--- src/rtl/acl2_pkg.sv ---
// Shared constants, state encoding and transaction byte table for the PmodACL2 sequencer.
package acl2_pkg;

    localparam logic [7:0] CMD_WRITE      = 8'h0A;
    localparam logic [7:0] CMD_READ       = 8'h0B;
    localparam logic [7:0] REG_XDATA_L    = 8'h0E;
    localparam logic [7:0] REG_FILTER_CTL = 8'h2C;
    localparam logic [7:0] REG_POWER_CTL  = 8'h2D;

    localparam int unsigned WRITE_BYTES = 3;
    localparam int unsigned READ_BYTES  = 8;

    localparam logic [1:0] TXN_FILTER = 2'd0;
    localparam logic [1:0] TXN_POWER  = 2'd1;
    localparam logic [1:0] TXN_READ   = 2'd2;

    typedef enum logic [3:0] {
        StStartup, StLoad, StIssue, StArm, StWait, StNext, StGap, StIdle, StError
    } state_e;

    function automatic logic [7:0] txn_byte(input logic [1:0] txn, input logic [2:0] bi,
                                            input logic [7:0] filter_val,
                                            input logic [7:0] power_val);
        logic [7:0] b;
        b = 8'h00;
        if (txn == TXN_READ) begin
            if (bi == 3'd0)      b = CMD_READ;
            else if (bi == 3'd1) b = REG_XDATA_L;
        end else begin
            if (bi == 3'd0)      b = CMD_WRITE;
            else if (bi == 3'd1) b = (txn == TXN_FILTER) ? REG_FILTER_CTL : REG_POWER_CTL;
            else                 b = (txn == TXN_FILTER) ? filter_val : power_val;
        end
        return b;
    endfunction

    function automatic logic [2:0] last_bi(input logic [1:0] txn);
        return (txn == TXN_READ) ? 3'(READ_BYTES - 1) : 3'(WRITE_BYTES - 1);
    endfunction

endpackage

--- src/rtl/acl2_sample_timer.sv ---
// Free-running sample period counter; held at zero until run goes high, then ticks every period.
module acl2_sample_timer #(
    parameter int unsigned SAMPLE_PERIOD = 1000
) (
    input  logic clk,
    input  logic rst,
    input  logic run,
    output logic tick
);

    logic [23:0] count_q;

    assign tick = run && (count_q == 24'(SAMPLE_PERIOD - 1));

    always_ff @(posedge clk or negedge rst) begin
        if (!rst) begin
            count_q <= '0;
        end else if (!run || tick) begin
            count_q <= '0;
        end else begin
            count_q <= count_q + 24'd1;
        end
    end

endmodule

--- src/rtl/acl2_sample_sequencer.sv ---
// Configures the ADXL362 through a byte-level SPI master, then runs periodic XYZ burst reads.
module acl2_sample_sequencer
    import acl2_pkg::*;
#(
    parameter int unsigned STARTUP_DELAY  = 100,
    parameter int unsigned SAMPLE_PERIOD  = 1000,
    parameter logic [7:0]  FILTER_CTL_VAL = 8'h13,
    parameter logic [7:0]  POWER_CTL_VAL  = 8'h02,
    parameter int unsigned ACK_TIMEOUT    = 16,
    parameter int unsigned BYTE_TIMEOUT   = 255
) (
    input  logic        clk,
    input  logic        rst,
    input  logic        enable,
    output logic [7:0]  spi_tx_data,
    output logic        spi_start,
    output logic        spi_cs_n,
    input  logic [7:0]  spi_rx_data,
    input  logic        spi_active,
    output logic [15:0] x_data,
    output logic [15:0] y_data,
    output logic [15:0] z_data,
    output logic        sample_valid,
    output logic        config_done,
    output logic        overrun,
    output logic        error
);

    localparam int unsigned CntMax0 = (STARTUP_DELAY > ACK_TIMEOUT) ? STARTUP_DELAY : ACK_TIMEOUT;
    localparam int unsigned CntMax  = (CntMax0 > BYTE_TIMEOUT) ? CntMax0 : BYTE_TIMEOUT;
    localparam int unsigned CntW    = $clog2(CntMax + 1);

    state_e          state_q, state_d;
    logic [CntW-1:0] cnt_q, cnt_d;
    logic [1:0]      txn_q, txn_d;
    logic [2:0]      bi_q, bi_d;
    logic [7:0]      tx_data_q, tx_data_d;
    logic [7:0]      shadow_q [6];
    logic [7:0]      shadow_d [6];
    logic [15:0]     x_q, x_d, y_q, y_d, z_q, z_d;
    logic            sample_valid_q, sample_valid_d;
    logic            config_done_q, config_done_d;
    logic            overrun_q, overrun_d;
    logic            error_q, error_d;
    logic            tick;

    acl2_sample_timer #(
        .SAMPLE_PERIOD(SAMPLE_PERIOD)
    ) u_timer (
        .clk  (clk),
        .rst  (rst),
        .run  (config_done_q),
        .tick (tick)
    );

    always_ff @(posedge clk or negedge rst) begin
        if (!rst) begin
            state_q        <= StStartup;
            cnt_q          <= '0;
            txn_q          <= TXN_FILTER;
            bi_q           <= '0;
            tx_data_q      <= '0;
            shadow_q       <= '{default: 8'h00};
            x_q            <= '0;
            y_q            <= '0;
            z_q            <= '0;
            sample_valid_q <= 1'b0;
            config_done_q  <= 1'b0;
            overrun_q      <= 1'b0;
            error_q        <= 1'b0;
        end else begin
            state_q        <= state_d;
            cnt_q          <= cnt_d;
            txn_q          <= txn_d;
            bi_q           <= bi_d;
            tx_data_q      <= tx_data_d;
            shadow_q       <= shadow_d;
            x_q            <= x_d;
            y_q            <= y_d;
            z_q            <= z_d;
            sample_valid_q <= sample_valid_d;
            config_done_q  <= config_done_d;
            overrun_q      <= overrun_d;
            error_q        <= error_d;
        end
    end

    always_comb begin
        state_d        = state_q;
        cnt_d          = cnt_q;
        txn_d          = txn_q;
        bi_d           = bi_q;
        tx_data_d      = tx_data_q;
        shadow_d       = shadow_q;
        x_d            = x_q;
        y_d            = y_q;
        z_d            = z_q;
        sample_valid_d = 1'b0;
        config_done_d  = config_done_q;
        unique case (state_q)
            StStartup: begin
                if (cnt_q == CntW'(STARTUP_DELAY - 1)) begin
                    cnt_d   = '0;
                    txn_d   = TXN_FILTER;
                    bi_d    = '0;
                    state_d = StLoad;
                end else begin
                    cnt_d = cnt_q + CntW'(1);
                end
            end
            StLoad: begin
                tx_data_d = txn_byte(txn_q, bi_q, FILTER_CTL_VAL, POWER_CTL_VAL);
                state_d   = StIssue;
            end
            StIssue: begin
                cnt_d   = '0;
                state_d = StArm;
            end
            StArm: begin
                if (spi_active) begin
                    cnt_d   = '0;
                    state_d = StWait;
                end else if (cnt_q == CntW'(ACK_TIMEOUT - 1)) begin
                    state_d = StError;
                end else begin
                    cnt_d = cnt_q + CntW'(1);
                end
            end
            StWait: begin
                if (!spi_active) begin
                    if (txn_q == TXN_READ && bi_q >= 3'd2) shadow_d[bi_q - 3'd2] = spi_rx_data;
                    state_d = StNext;
                end else if (cnt_q == CntW'(BYTE_TIMEOUT - 1)) begin
                    state_d = StError;
                end else begin
                    cnt_d = cnt_q + CntW'(1);
                end
            end
            StNext: begin
                if (bi_q == last_bi(txn_q)) begin
                    cnt_d   = '0;
                    state_d = StGap;
                end else begin
                    bi_d    = bi_q + 3'd1;
                    state_d = StLoad;
                end
            end
            StGap: begin
                if (cnt_q == CntW'(1)) begin
                    cnt_d = '0;
                    bi_d  = '0;
                    if (txn_q == TXN_FILTER) begin
                        txn_d   = TXN_POWER;
                        state_d = StLoad;
                    end else if (txn_q == TXN_POWER) begin
                        config_done_d = 1'b1;
                        state_d       = StIdle;
                    end else begin
                        // Publish all three axes on one edge so consumers never see a mix.
                        x_d            = {shadow_q[1], shadow_q[0]};
                        y_d            = {shadow_q[3], shadow_q[2]};
                        z_d            = {shadow_q[5], shadow_q[4]};
                        sample_valid_d = 1'b1;
                        state_d        = StIdle;
                    end
                end else begin
                    cnt_d = cnt_q + CntW'(1);
                end
            end
            StIdle: begin
                if (tick && enable) begin
                    txn_d   = TXN_READ;
                    bi_d    = '0;
                    state_d = StLoad;
                end
            end
            StError: state_d = StError;
            default: state_d = StError;
        endcase
        error_d   = error_q || (state_d == StError);
        overrun_d = tick && (state_q != StIdle);
    end

    always_comb begin
        spi_start = 1'b0;
        spi_cs_n  = 1'b1;
        unique case (state_q)
            StLoad, StArm, StWait, StNext: spi_cs_n = 1'b0;
            StIssue: begin
                spi_cs_n  = 1'b0;
                spi_start = 1'b1;
            end
            default: spi_cs_n = 1'b1;
        endcase
    end

    assign spi_tx_data  = tx_data_q;
    assign x_data       = x_q;
    assign y_data       = y_q;
    assign z_data       = z_q;
    assign sample_valid = sample_valid_q;
    assign config_done  = config_done_q;
    assign overrun      = overrun_q;
    assign error        = error_q;

endmodule

--- config.mk ---
export PLATFORM = sky130hd
export DESIGN_NAME = acl2_sample_sequencer
export DESIGN_NICKNAME = d
export VERILOG_FILES = /design/src/rtl/acl2_pkg.sv /design/src/rtl/acl2_sample_timer.sv /design/src/rtl/acl2_sample_sequencer.sv
export SDC_FILE = /design/constraint.sdc
export NUM_CORES = 1
export LEC_CHECK = 0
export ABC_CLOCK_PERIOD_IN_PS = 4500
export CAP_MARGIN = 20
export CORE_UTILIZATION = 60
export CTS_BUF_LIST = sky130_fd_sc_hd__clkbuf_8
export CTS_CLUSTER_SIZE = 16
export DETAILED_ROUTE_END_ITERATION = 10
export DONT_BUFFER_PORTS = 1
export PLACE_DENSITY_LB_ADDON = 0.25
export SYNTH_ARGS = -nofsm -noshare
export SYNTH_HDL_FRONTEND = slang
export SYNTH_SLANG_ARGS = --single-unit
--- constraint.sdc ---
create_clock -name clk -period 4.5 [get_ports clk]
set_input_delay 0.675 -clock clk [delete_from_list [all_inputs] [get_ports clk]]
set_output_delay 0.675 -clock clk [all_outputs]
set_load 0.05 [all_outputs]
== Word level (Yosys, flattened, before mapping) ==
Cells that the tools add are included.

* Register bits: 149
* Bits of input ports: 12
* Output and inout bits: 62
* Logic and storage cells: 124

* $add $sub $neg: 4
* Order comparisons: 3
* Equality and inequality tests: 27
* Mux-type cells: 46
* Bitwise gates (word level): 4
* Reductions and logical operators: 21

{| class="wikitable"
|+ Operators with widths
! cell !! number
|-
| 8-bit two-way mux || 9
|-
| 48-bit bitwise mux || 1
|-
| 8-bit one-hot mux with 6 select lines || 1
|-
| 4-bit two-way mux || 9
|-
| 4-bit one-hot mux with 8 select lines || 1
|-
| 24-bit by 1-bit adder with 24-bit output (second input constant) || 1
|-
| 8-bit demux with 3-bit select || 1
|-
| 24-bit by 10-bit == test with 1-bit output (second input constant) || 1
|-
| 24-bit two-way mux || 1
|-
| 3-bit two-way mux || 7
|-
| 4-bit by 3-bit == test with 1-bit output (second input constant) || 4
|-
| 2-bit != test (second input constant) || 8
|-
| 5-bit AND reduction || 3
|-
| 6-bit two-way mux || 2
|-
| 3-bit one-hot mux with 4 select lines || 1
|-
| 8-bit by 1-bit adder with 8-bit output (second input constant) || 1
|-
| 4-bit by 2-bit == test with 1-bit output (second input constant) || 2
|-
| 8-bit by 1-bit == test with 1-bit output (second input constant) || 1
|-
| 8-bit by 4-bit == test with 1-bit output (second input constant) || 1
|-
| 8-bit by 7-bit == test with 1-bit output (second input constant) || 1
|-
| 8-bit == test (second input constant) || 1
|-
| 2-bit two-way mux || 4
|-
| 4-bit AND reduction || 2
|-
| 1-bit two-way mux || 7
|-
| 28 further kinds || 35
|}

== Logic depth before layout (Yosys ltp) ==
Gate-level depths: netlist (run 1).

* Depth after elaboration: 7
* Depth in mapped cells: 9

== Hierarchy ==
A second synthesis (run 1) with hierarchy kept.

* Cells, all modules: 537
* Area total of the unflattened synthesis: 6652.6 µm²

{| class="wikitable"
|+ Modules (own cells, without submodules)
! module !! instances !! cells an instance !! area an instance (µm²) !! sequential area each (µm²)
|-
| acl2_sample_sequencer || 1 || 407 || 5406.4 || 3078.0
|-
| acl2_sample_timer || 1 || 130 || 1246.2 || 600.6
|}

== Worst setup path after synthesis (run 1) ==
Ideal clock, no wire load.

* Path type: register to output
* Start point: register state_q[1]
* End point: output port spi_cs_n
* Arrival: 1.827 ns
* Required time: 3.825 ns
* Slack: 1.998 ns
* Stages on the path, launching flop included: 3
* Path buffers: 0
* Cell sequence: dfrtp_1 or2_2 o21ai_0

* Longest elaborated chain between the ends: 3
* Elaborated cells on any way between the ends: 7
* Those cells by class: eq/ne: 5; mux: 1; reduce/logical: 1

{| class="wikitable"
|+ Ends and longest elaborated chain
! element !! RTL line !! RTL
|-
| from (decl) || acl2_sample_sequencer.sv:33 || <nowiki>state_e state_q, state_d;</nowiki>
|-
| from (signal assigned) || acl2_sample_sequencer.sv:58 || <nowiki>state_q <= StStartup;</nowiki>
|-
| from (signal assigned) || acl2_sample_sequencer.sv:72 || <nowiki>state_q <= state_d;</nowiki>
|-
| 4-bit by 3-bit == test with 1-bit output, or another cell as far along || acl2_sample_sequencer.sv:187 || <nowiki>unique case (state_q)</nowiki>
|-
| 5-bit OR reduction (no source line) * || -- ||
|-
| 1-bit two-way mux * || acl2_sample_sequencer.sv:187 ||
|-
| to (decl) || acl2_sample_sequencer.sv:17 || <nowiki>output logic spi_cs_n,</nowiki>
|}

Mark *: on every way between the ends. The rest lies on a longest branch, timed or not.

== Worst setup path in the final report (run 1) ==
Same ends and word-level chain as after synthesis.

==> flow_summary.json, run 1 <==
{
  "tightest_slew_ps": 1090,
  "grt_use_met2_pct": 38.8,
  "coreArea_um2": 10400,
  "drc": 0,
  "use_met3_pct": 8.78,
  "arrival_ps": 2260,
  "h-tree-depth": 4,
  "path_class": "register to primary output",
  "seq_area_frac_synth_pct": 57.0,
  "switching_share_pct": 23.0,
  "maxCapViolCount": 0,
  "postCtsHoldBufs": 1,
  "cts_sinks": 147,
  "hpwl_mm": 8.05,
  "max-slew-margin-rel_pct": 27.1,
  "clock_latency_ps": 450,
  "yosysWarnings": 0,
  "root_buffer": "clkbuf_8",
  "yosys.cell_types.count": 52,
  "synth_edf_count": 0,
  "vias": 3969,
  "cell_internal_pwr_uw": 1780,
  "tns_ps": 0,
  "firstDrtPassIters": 4,
  "drive_above_1_share_pct": 27.4,
  "cts-resized-gates": 0,
  "track_usage_pct": 24.0,
  "grt_start_max_net_pins": 148,
  "period_share_pct": 65.2,
  "cp-end-kind": "primary output",
  "finalSetupViolations": 0,
  "die_y_um": 106,
  "hp-class": "input pin to async pin",
  "clk_pin_slew_worst_paths_ps": 90,
  "gp_congestion": 0.887,
  "worst_r2r_path_depth": 6,
  "stdcell_count": 669,
  "met1_usage_pct": 29.8,
  "pwr-share-comb_pct": 1.6,
  "die_w_um": 106,
  "fin_total_pwr_uw": 2310,
  "initial_utilization_pct": 62.2,
  "cts_buffers": 17,
  "clockBufferDepth": 2,
  "vdd_drop_max_uv": 352,
  "cts_tree": "yes",
  "avgRoutedWirePerCell_um": 18.2,
  "dieArea_um2": 11200,
  "syn_inst": 520,
  "rsz0062_at_grt": "no",
  "status": "finished, final reports clean",
  "io_pins": 74,
  "grt_antenna_before_repair": 0,
  "power.leakage_uw": 0.00336,
  "vias_per_cell": 5.93,
  "final.setup_skew_ps": 14.4,
  "ant_nets": 0,
  "seqPwrFrac_pct": 57.3,
  "rows": 37,
  "antenna_cells": 0,
  "p_sw_uw": 532,
  "dp.cells": 636,
  "synth-async-reset-ratio_pct": 100,
  "p_per_area_nw_per_um2": 334,
  "grt_first_pass_wirelength_mm": 20.5,
  "overflow": 0,
  "required_ps": 3830,
  "fillCellCount": 785,
  "top_usage_layer": "met2",
  "clkPwrFrac_pct": 41.1,
  "post-cts-setup-buffer-count": 0,
  "final_nets": 540,
  "synth_seq_cells": 147,
  "wl_mm": 12.2,
  "syn_area_per_cell_um2": 12.4,
  "startpoint_type": "register",
  "crit_fanout": 13,
  "drtIter0Drc": 180,
  "max_freq_mhz": 341,
  "syn_to_final_growth_pct": 7.20,
  "ys.flop_type": "dfrtp_1",
  "min_period_ps": 2940,
  "first_global_vias": 4081,
  "port_buffers": 0,
  "drv_slew": 0,
  "hold_viol": 0,
  "syn_area_um2": 6450
}
[worst max-delay path: stages, from the launching register on]
cell and delay, ps:
dfrtp_1 530, or2_2 420, o21ai_1 850
[registers in the layout (all words and copies together) (netlist names)]
| signal | flops |
|---|---|
| u_timer.count_q | 24 |
| sample_valid | 1 |
| shadow_q | 48 |
| state_q | 4 |
| spi_tx_data | 6 |
| z_data | 16 |
| bi_q | 3 |
| x_data | 16 |
| y_data | 16 |
| error | 1 |
| config_done | 1 |
| cnt_q | 8 |
| txn_q | 2 |
| overrun | 1 |
[per-stage QoR]
stage	utilization, %	cell area, um2	hold WS (ps)	setup WS [ps]
floorplan	-	6450	379	2000
global placement	62.9	6520	386	2040
detailed placement	62.9	6520	385	1930
CTS	66.7	6910	246	1550
global route	66.7	6910	215	1510
finish	66.7	6910	171	1560
[cells in the final DEF (no fill, tap or decap), drive strengths merged, types with 5 or more instances in the layout]
cell,n
dfrtp,147
mux2,99
nor2,44
nand2,32
clkbuf,18
nand3,17
xor2,15
inv,15
o21ai,14
and3,11
nor4,10
nor3,10
nand4,9
xnor2,9
nor2b,9
ha,8
a21oi,8
a22o,7
clkinv,6
or2,5
[final cells by class]
type                    instances  area [um2]  share of cell area [%]
clock buffers                  18         248                    3.58
clock inverters                14         116                    1.68
inverters                       8        30.0                   0.434
multi-input cells             344        2640                    38.1
flip-flops and latches        147        3680                    53.2
well taps                     136         170                    2.46
repair buffers                  2        35.0                   0.507
[cells in the mapped netlist (6+ instances only)]
cell type | number | area (um2)
a22o_1 | 6 | 52.6
o21ai_0 | 14 | 70.1
a21oi_1 | 7 | 35.0
ha_1 | 8 | 100
xnor2_1 | 9 | 78.8
nor2_1 | 44 | 165
dfrtp_1 | 147 | 3680
nand3_1 | 17 | 85.1
xor2_1 | 15 | 131
nor2b_1 | 8 | 50.1
clkbuf_1 | 10 | 37.5
inv_1 | 8 | 30.0
buf_2 | 6 | 30.0
nor3_1 | 6 | 30.0
nand2_1 | 32 | 120
mux2_2 | 99 | 1110
nand4_1 | 9 | 56.3
nor4_1 | 10 | 62.6
and3_1 | 10 | 62.6
[per-layer routing]
layer  wire (um)  vias up
li1            -     1833
met1        5090     2011
met2        6040      112
met3         904       13
met4         149        0
met5           0        -
[cells by family after synthesis]
logic type | after synthesis | share of synthesized area (%)
buffers and inverters | 30 | 2.27
muxes | 101 | 17.8
AOI/OAI and AO/OA | 45 | 4.75
adders and majority gates | 8 | 1.55
xor gates and xnor gates | 24 | 3.26
and+or+nand+nor | 164 | 13.3
DFF | 147 | 57.0
other | 1 | 0.0581
[power groups by stage]
stage	clock network [uW]	logic (uW)	registers (uW)
global route	1020	43.7	1320
global placement	0	10.4	1350
CTS	973	38.8	1320
detailed placement	0	10.6	1350
floorplan	0	10.7	1350
finish	948	37.0	1320
[path summary, 6_finish.rpt]
kind / startpoint / end / slack (ps)
min in group clk: spi_active / state_q[3] / 370
min reg2reg: shadow_q[36] / x_data[12] / 500
max: state_q[1] / spi_cs_n / 1560
min: rst / z_data[11] / 170
max reg2reg: txn_q[1] / cnt_q[6] / 1890
max in group asynchronous: rst / z_data[13] / 3740
Power figures use the tool's default switching activity.
==> inputs of run 2 (changes only) <==
--- a/config.mk
+++ b/config.mk
@@ -5,9 +5,9 @@
 export SDC_FILE = /design/constraint.sdc
 export NUM_CORES = 1
 export LEC_CHECK = 0
-export ABC_CLOCK_PERIOD_IN_PS = 4500
+export ABC_CLOCK_PERIOD_IN_PS = 2500
 export CAP_MARGIN = 20
-export CORE_UTILIZATION = 60
+export CORE_UTILIZATION = 59
 export CTS_BUF_LIST = sky130_fd_sc_hd__clkbuf_8
 export CTS_CLUSTER_SIZE = 16
 export DETAILED_ROUTE_END_ITERATION = 10
==> constraint.sdc (replaced) <==
create_clock -name clk -period 2.5 [get_ports clk]
set_input_delay 0.375 -clock clk [delete_from_list [all_inputs] [get_ports clk]]
set_output_delay 0.375 -clock clk [all_outputs]
set_load 0.05 [all_outputs]
==> run 2 against run 1 <==
  * The flow now finishes with violations (negative hold slack)
  * Sequential share of layout area shrank 1.7 points
  * Setup slack worse by 1400 ps
  * Design area is 3.4% higher
  * Register-to-register slack got worse by 1700 ps
  * Critical path depth increased by 5
  * Via count grew 0.48%
  * Global-route usage decreased by 0.33 points
  * Critical endpoint is now bi_q[2]
  * Largest cell class unchanged
  * Highest routed layer unchanged
==> flow_summary.json, run 2 (synthesis results as in run 1) <==
{
  "fin_total_pwr_uw": 4580,
  "holdWs_ps": -375,
  "largest_reg_flops": 48,
  "p_sw_uw": 882,
  "finalSetupViolations": 0,
  "track_usage_pct": 23.7,
  "drc": 0,
  "port_buffers": 0,
  "switching_share_pct": 19.2,
  "min_period_ps": 2360,
  "gp_congestion": 0.848,
  "crit_fanout": 5,
  "startpoint_type": "register",
  "slowest_delay_ps": 410,
  "antenna_cells": 0,
  "h-tree-depth": 4,
  "hold_viol": 147,
  "pwr-share-comb_pct": 0.4,
  "largest-register": "shadow_q",
  "arrival_ps": 2690,
  "final.setup_skew_ps": 8.03,
  "max-slew-margin-rel_pct": 59.2,
  "top_usage_layer": "met2",
  "grt_start_max_net_pins": 148,
  "cts_tree": "yes",
  "firstDrtPassIters": 5,
  "reg_top3": "shadow_q: 48 flops, u_timer.count_q: 24 flops",
  "wl_mm": 12.3,
  "clkPwrFrac_pct": 47.6,
  "required_ps": 2830,
  "cp-end-kind": "register",
  "ant_nets": 0,
  "initial_utilization_pct": 61.6,
  "crit_chain": "ha_1 -> nor4b_2 -> nand2_1 -> nor4_2 -> o22ai_1 -> a221o_1 -> a211o_1",
  "vias_per_cell": 5.83,
  "clk_pin_slew_worst_paths_ps": 80,
  "coreArea_um2": 10500,
  "tightest_slew_ps": 603,
  "period_share_pct": 94.4,
  "met1_usage_pct": 30.7,
  "utilization_pct": 68.3,
  "rows": 37,
  "violations": "negative hold slack",
  "post-cts-setup-buffer-count": 0,
  "grt_antenna_before_repair": 0,
  "path_class": "register to register",
  "status": "finished, violations left",
  "max_freq_mhz": 424,
  "seqPwrFrac_pct": 52.0,
  "vias": 3988,
  "grt_first_pass_wirelength_mm": 20.4,
  "vdd_drop_max_uv": 466,
  "hp-class": "input pin to async pin",
  "use_met3_pct": 9.20,
  "die_y_um": 107,
  "p_per_area_nw_per_um2": 641,
  "cell_internal_pwr_uw": 3700,
  "die_w_um": 107,
  "dieArea_um2": 11400,
  "final_nets": 555,
  "mostFrequentLayoutCells": "dfrtp_1 (147), mux2_2 (99), nor2_1 (44)",
  "root_buffer": "clkbuf_8",
  "clock_latency_ps": 440,
  "io_pins": 74,
  "first_global_vias": 4065,
  "power.leakage_uw": 0.00347,
  "cts_sinks": 147,
  "critical-path-slowest-cell": "nor4_2",
  "maxCapViolCount": 0,
  "drtIter0Drc": 196,
  "drv_slew": 0,
  "clockBufferDepth": 2,
  "overflow": 0,
  "syn_to_final_growth_pct": 10.8,
  "grt_use_met2_pct": 35.8,
  "cts_buffers": 17,
  "hpwl_mm": 8.31,
  "layout_commonest_cell": "dfrtp_1",
  "avgRoutedWirePerCell_um": 18.0,
  "drive_above_1_share_pct": 30.3
}
run 2: what timing repair did:
item	4_1_cts	5_1_grt
endpoints found under the setup margin	0	3
endpoints found under the hold margin	147	147
gates resized for setup	0	2
run 2: area by class of cell:
type | count | area [um2]
fillers | 760 | 3310
repair buffers | 17 | 140
multi-input cells | 344 | 2650
clock buffers | 18 | 248
inverters | 8 | 30.0
clock inverters | 14 | 233
flip-flops and latches | 147 | 3680
well taps | 136 | 170
run 2: through the flow:
stage / cells / cell area, um2 / setup WS [ps] / TNS [ps]
CTS: 684 / 7140 / 79.4 / 0
detailed placement: 652 / 6660 / 117 / 0
floorplan: 521 / 6450 / 298 / 0
global placement: 652 / 6660 / 200 / 0
finish: 684 / 7150 / 141 / 0
global route: 684 / 7150 / -7.91 / -7.91
run 2: critical path: cells and delay by family (launching register included):
kind / cells / cell delay, ps
AND/OR/NAND/NOR: 3 / 800
adder cells (fa/ha/maj): 1 / 270
flip-flops: 1 / 400
AO/OA/AOI/OAI: 3 / 770
run 2: final timing paths:
path	to	slack, ps	startpoint	cells past startpoint
min	error	-370	rst	0
max reg2reg	bi_q[2]	140	u_timer.count_q[0]	7
max	bi_q[2]	140	u_timer.count_q[0]	7
min in group clk	shadow_q[32]	80	spi_rx_data[0]	1
max in group asynchronous	shadow_q[34]	2650	rst	0
min reg2reg	shadow_q[3]	500	shadow_q[3]	1
run 2: per-layer routing:
metal / routed length, um / vias up / share of wire (%)
met4: 207 / 0 / 1.7
met1: 5360 / 1997 / 43
met2: 5810 / 118 / 47
met3: 946 / 14 / 7.7
met5: 0 / - / 0
li1: - / 1859 / -
run 2: power groups by stage:
stage	clock (uW)	sequential, uW	combinational [uW]
floorplan	0	2430	19.3
global placement	0	2430	18.7
detailed placement	0	2430	19.5
CTS	2220	2380	19.6
global route	2330	2380	21.7
finish	2180	2380	19.5
==> inputs of run 3 (changes only) <==
--- a/config.mk
+++ b/config.mk
@@ -12,7 +12,10 @@
 export CTS_CLUSTER_SIZE = 16
 export DETAILED_ROUTE_END_ITERATION = 10
 export DONT_BUFFER_PORTS = 1
+export HOLD_SLACK_MARGIN = 0.02
+export MAX_ROUTING_LAYER = met4
 export PLACE_DENSITY_LB_ADDON = 0.25
+export SETUP_SLACK_MARGIN = 0.02
 export SYNTH_ARGS = -nofsm -noshare
 export SYNTH_HDL_FRONTEND = slang
 export SYNTH_SLANG_ARGS = --single-unit
==> run 3 against run 2 <==
  * Routed wire length is 1.4% lower
  * Clock skew hardly changed
  * Non-clock buffer count is 2 higher
  * The flow still finishes with violations (negative hold slack)
  * Via count is 0.10% lower
==> flow_summary.json, run 3 (synthesis results as in run 1) <==
{
  "maxCapViolCount": 0,
  "path_class": "register to register",
  "grt_antenna_before_repair": 0,
  "crit_fanout": 4,
  "slowest_delay_ps": 420,
  "finalSetupViolations": 0,
  "switching_share_pct": 19.9,
  "ant_nets": 0,
  "first_global_vias": 4150,
  "largest_reg_flops": 48,
  "avgRoutedWirePerCell_um": 17.8,
  "io_pins": 74,
  "top_usage_layer": "met2",
  "critical-path-slowest-cell": "nor4b_1",
  "vias_per_cell": 5.83,
  "syn_to_final_growth_pct": 9.85,
  "die_w_um": 107,
  "met1_usage_pct": 32.6,
  "rows": 37,
  "pwr-share-comb_pct": 0.5,
  "hpwl_mm": 8.29,
  "clkPwrFrac_pct": 43.5,
  "clockBufferDepth": 2,
  "arrival_ps": 2600,
  "utilization_pct": 67.7,
  "violations": "negative hold slack",
  "cp-end-kind": "register",
  "stdcell_area_um2": 7090,
  "firstDrtPassIters": 4,
  "mostFrequentLayoutCells": "dfrtp_1 (147), mux2_2 (99), nor2_1 (44)",
  "drc": 0,
  "wl_mm": 12.2,
  "startpoint_type": "register",
  "initial_utilization_pct": 61.6,
  "critical_path.top_delay_family": "simple AND/OR/NAND/NOR gates",
  "final_nets": 557,
  "hp-class": "input pin to async pin",
  "crit_chain": "nor4b_1 -> nand3_1 -> nor4_4 -> o22ai_1 -> a221o_1 -> a211o_1",
  "max_freq_mhz": 441,
  "cell_internal_pwr_uw": 3410,
  "port_buffers": 0,
  "grt_use_met2_pct": 36.7,
  "period_share_pct": 90.7,
  "vias": 3984,
  "status": "finished, violations left",
  "p_per_area_nw_per_um2": 600,
  "cts_tree": "yes",
  "clk_pin_slew_worst_paths_ps": 80,
  "p_sw_uw": 845,
  "grt_start_max_net_pins": 148,
  "seqPwrFrac_pct": 56.0,
  "die_y_um": 107,
  "cts_sinks": 147,
  "coreArea_um2": 10500,
  "antenna_cells": 0,
  "overflow": 0,
  "fin_total_pwr_uw": 4250,
  "max-slew-margin-rel_pct": 63.5,
  "use_met3_pct": 8.46,
  "dieArea_um2": 11400,
  "drive_above_1_share_pct": 30.0,
  "track_usage_pct": 25.1,
  "place_area_um2": 6670,
  "required_ps": 2840,
  "cts_buffers": 17,
  "largest-register": "shadow_q",
  "reg_top3": "shadow_q: 48 flops, u_timer.count_q: 24 flops",
  "vdd_drop_max_uv": 518,
  "gp_congestion": 0.889,
  "hold_viol": 147,
  "critPathBufInv": 0,
  "clock_latency_ps": 450,
  "final.setup_skew_ps": 7.58,
  "drv_slew": 0,
  "tightest_slew_ps": 543,
  "grt_first_pass_wirelength_mm": 20.9,
  "rsz0062_at_grt": "no",
  "h-tree-depth": 4,
  "layout_commonest_cell": "dfrtp_1",
  "tns_ps": 0,
  "min_period_ps": 2270,
  "holdWs_ps": -377,
  "root_buffer": "clkbuf_8",
  "power.leakage_uw": 0.00344,
  "drtIter0Drc": 123
}
-- run 3: area by class of cell --
class	count	area [um2]
flip-flops and latches	147	3680
fillers	786	3380
multi-input cells	344	2650
clock buffers	19	262
well taps	136	170
repair buffers	19	155
clock inverters	10	136
inverters	8	30.0
-- run 3: metrics by stage --
| step | instances | setup slack [ps] |
|---|---|---|
| 6_report | 683 | 233 |
| 5_1_grt | 683 | 66.7 |
| 4_1_cts | 683 | 126 |
| 3_5_place_dp | 654 | 57.4 |
| 3_3_place_gp | 654 | 173 |
| 2_1_floorplan | 521 | 298 |
-- run 3: what timing repair did --
| action | 4_1_cts | 5_1_grt |
|---|---|---|
| setup endpoints to repair | 1 | 3 |
| endpoints found under the hold margin | 147 | 147 |
| gates cloned | 0 | 0 |
| setup buffers | 0 | 0 |
| gates resized for setup | 1 | 2 |
| pin swaps | 0 | 1 |
-- run 3: worst paths after layout --
kind                                    startpoint            endpoint  slack (ps)  cells past startpoint
worst max-delay path            u_timer.count_q[3]             bi_q[2]         230                      6
worst min-delay path                           rst          state_q[3]        -380                      0
worst max register to register  u_timer.count_q[3]             bi_q[2]         230                      6
worst min register to register         shadow_q[3]         shadow_q[3]         500                      1
max in group asynchronous                      rst  u_timer.count_q[8]        2610                      0
min in group clk                        spi_active          state_q[3]          60                      2
-- run 3: routing by layer --
metal,vias up,wire length (um)
li1,1868,-
met1,2005,5390
met2,93,5790
met3,18,760
met4,0,214
met5,-,0
-- run 3: power groups by stage --
stage | Clock, uW | Sequential, uW | Combinational (uW)
3_5_place_dp | 0 | 2430 | 20.7
3_3_place_gp | 0 | 2430 | 20.4
4_1_cts | 1880 | 2380 | 20.8
6_report | 1850 | 2380 | 21.0
5_1_grt | 1990 | 2380 | 23.7
2_1_floorplan | 0 | 2430 | 19.3
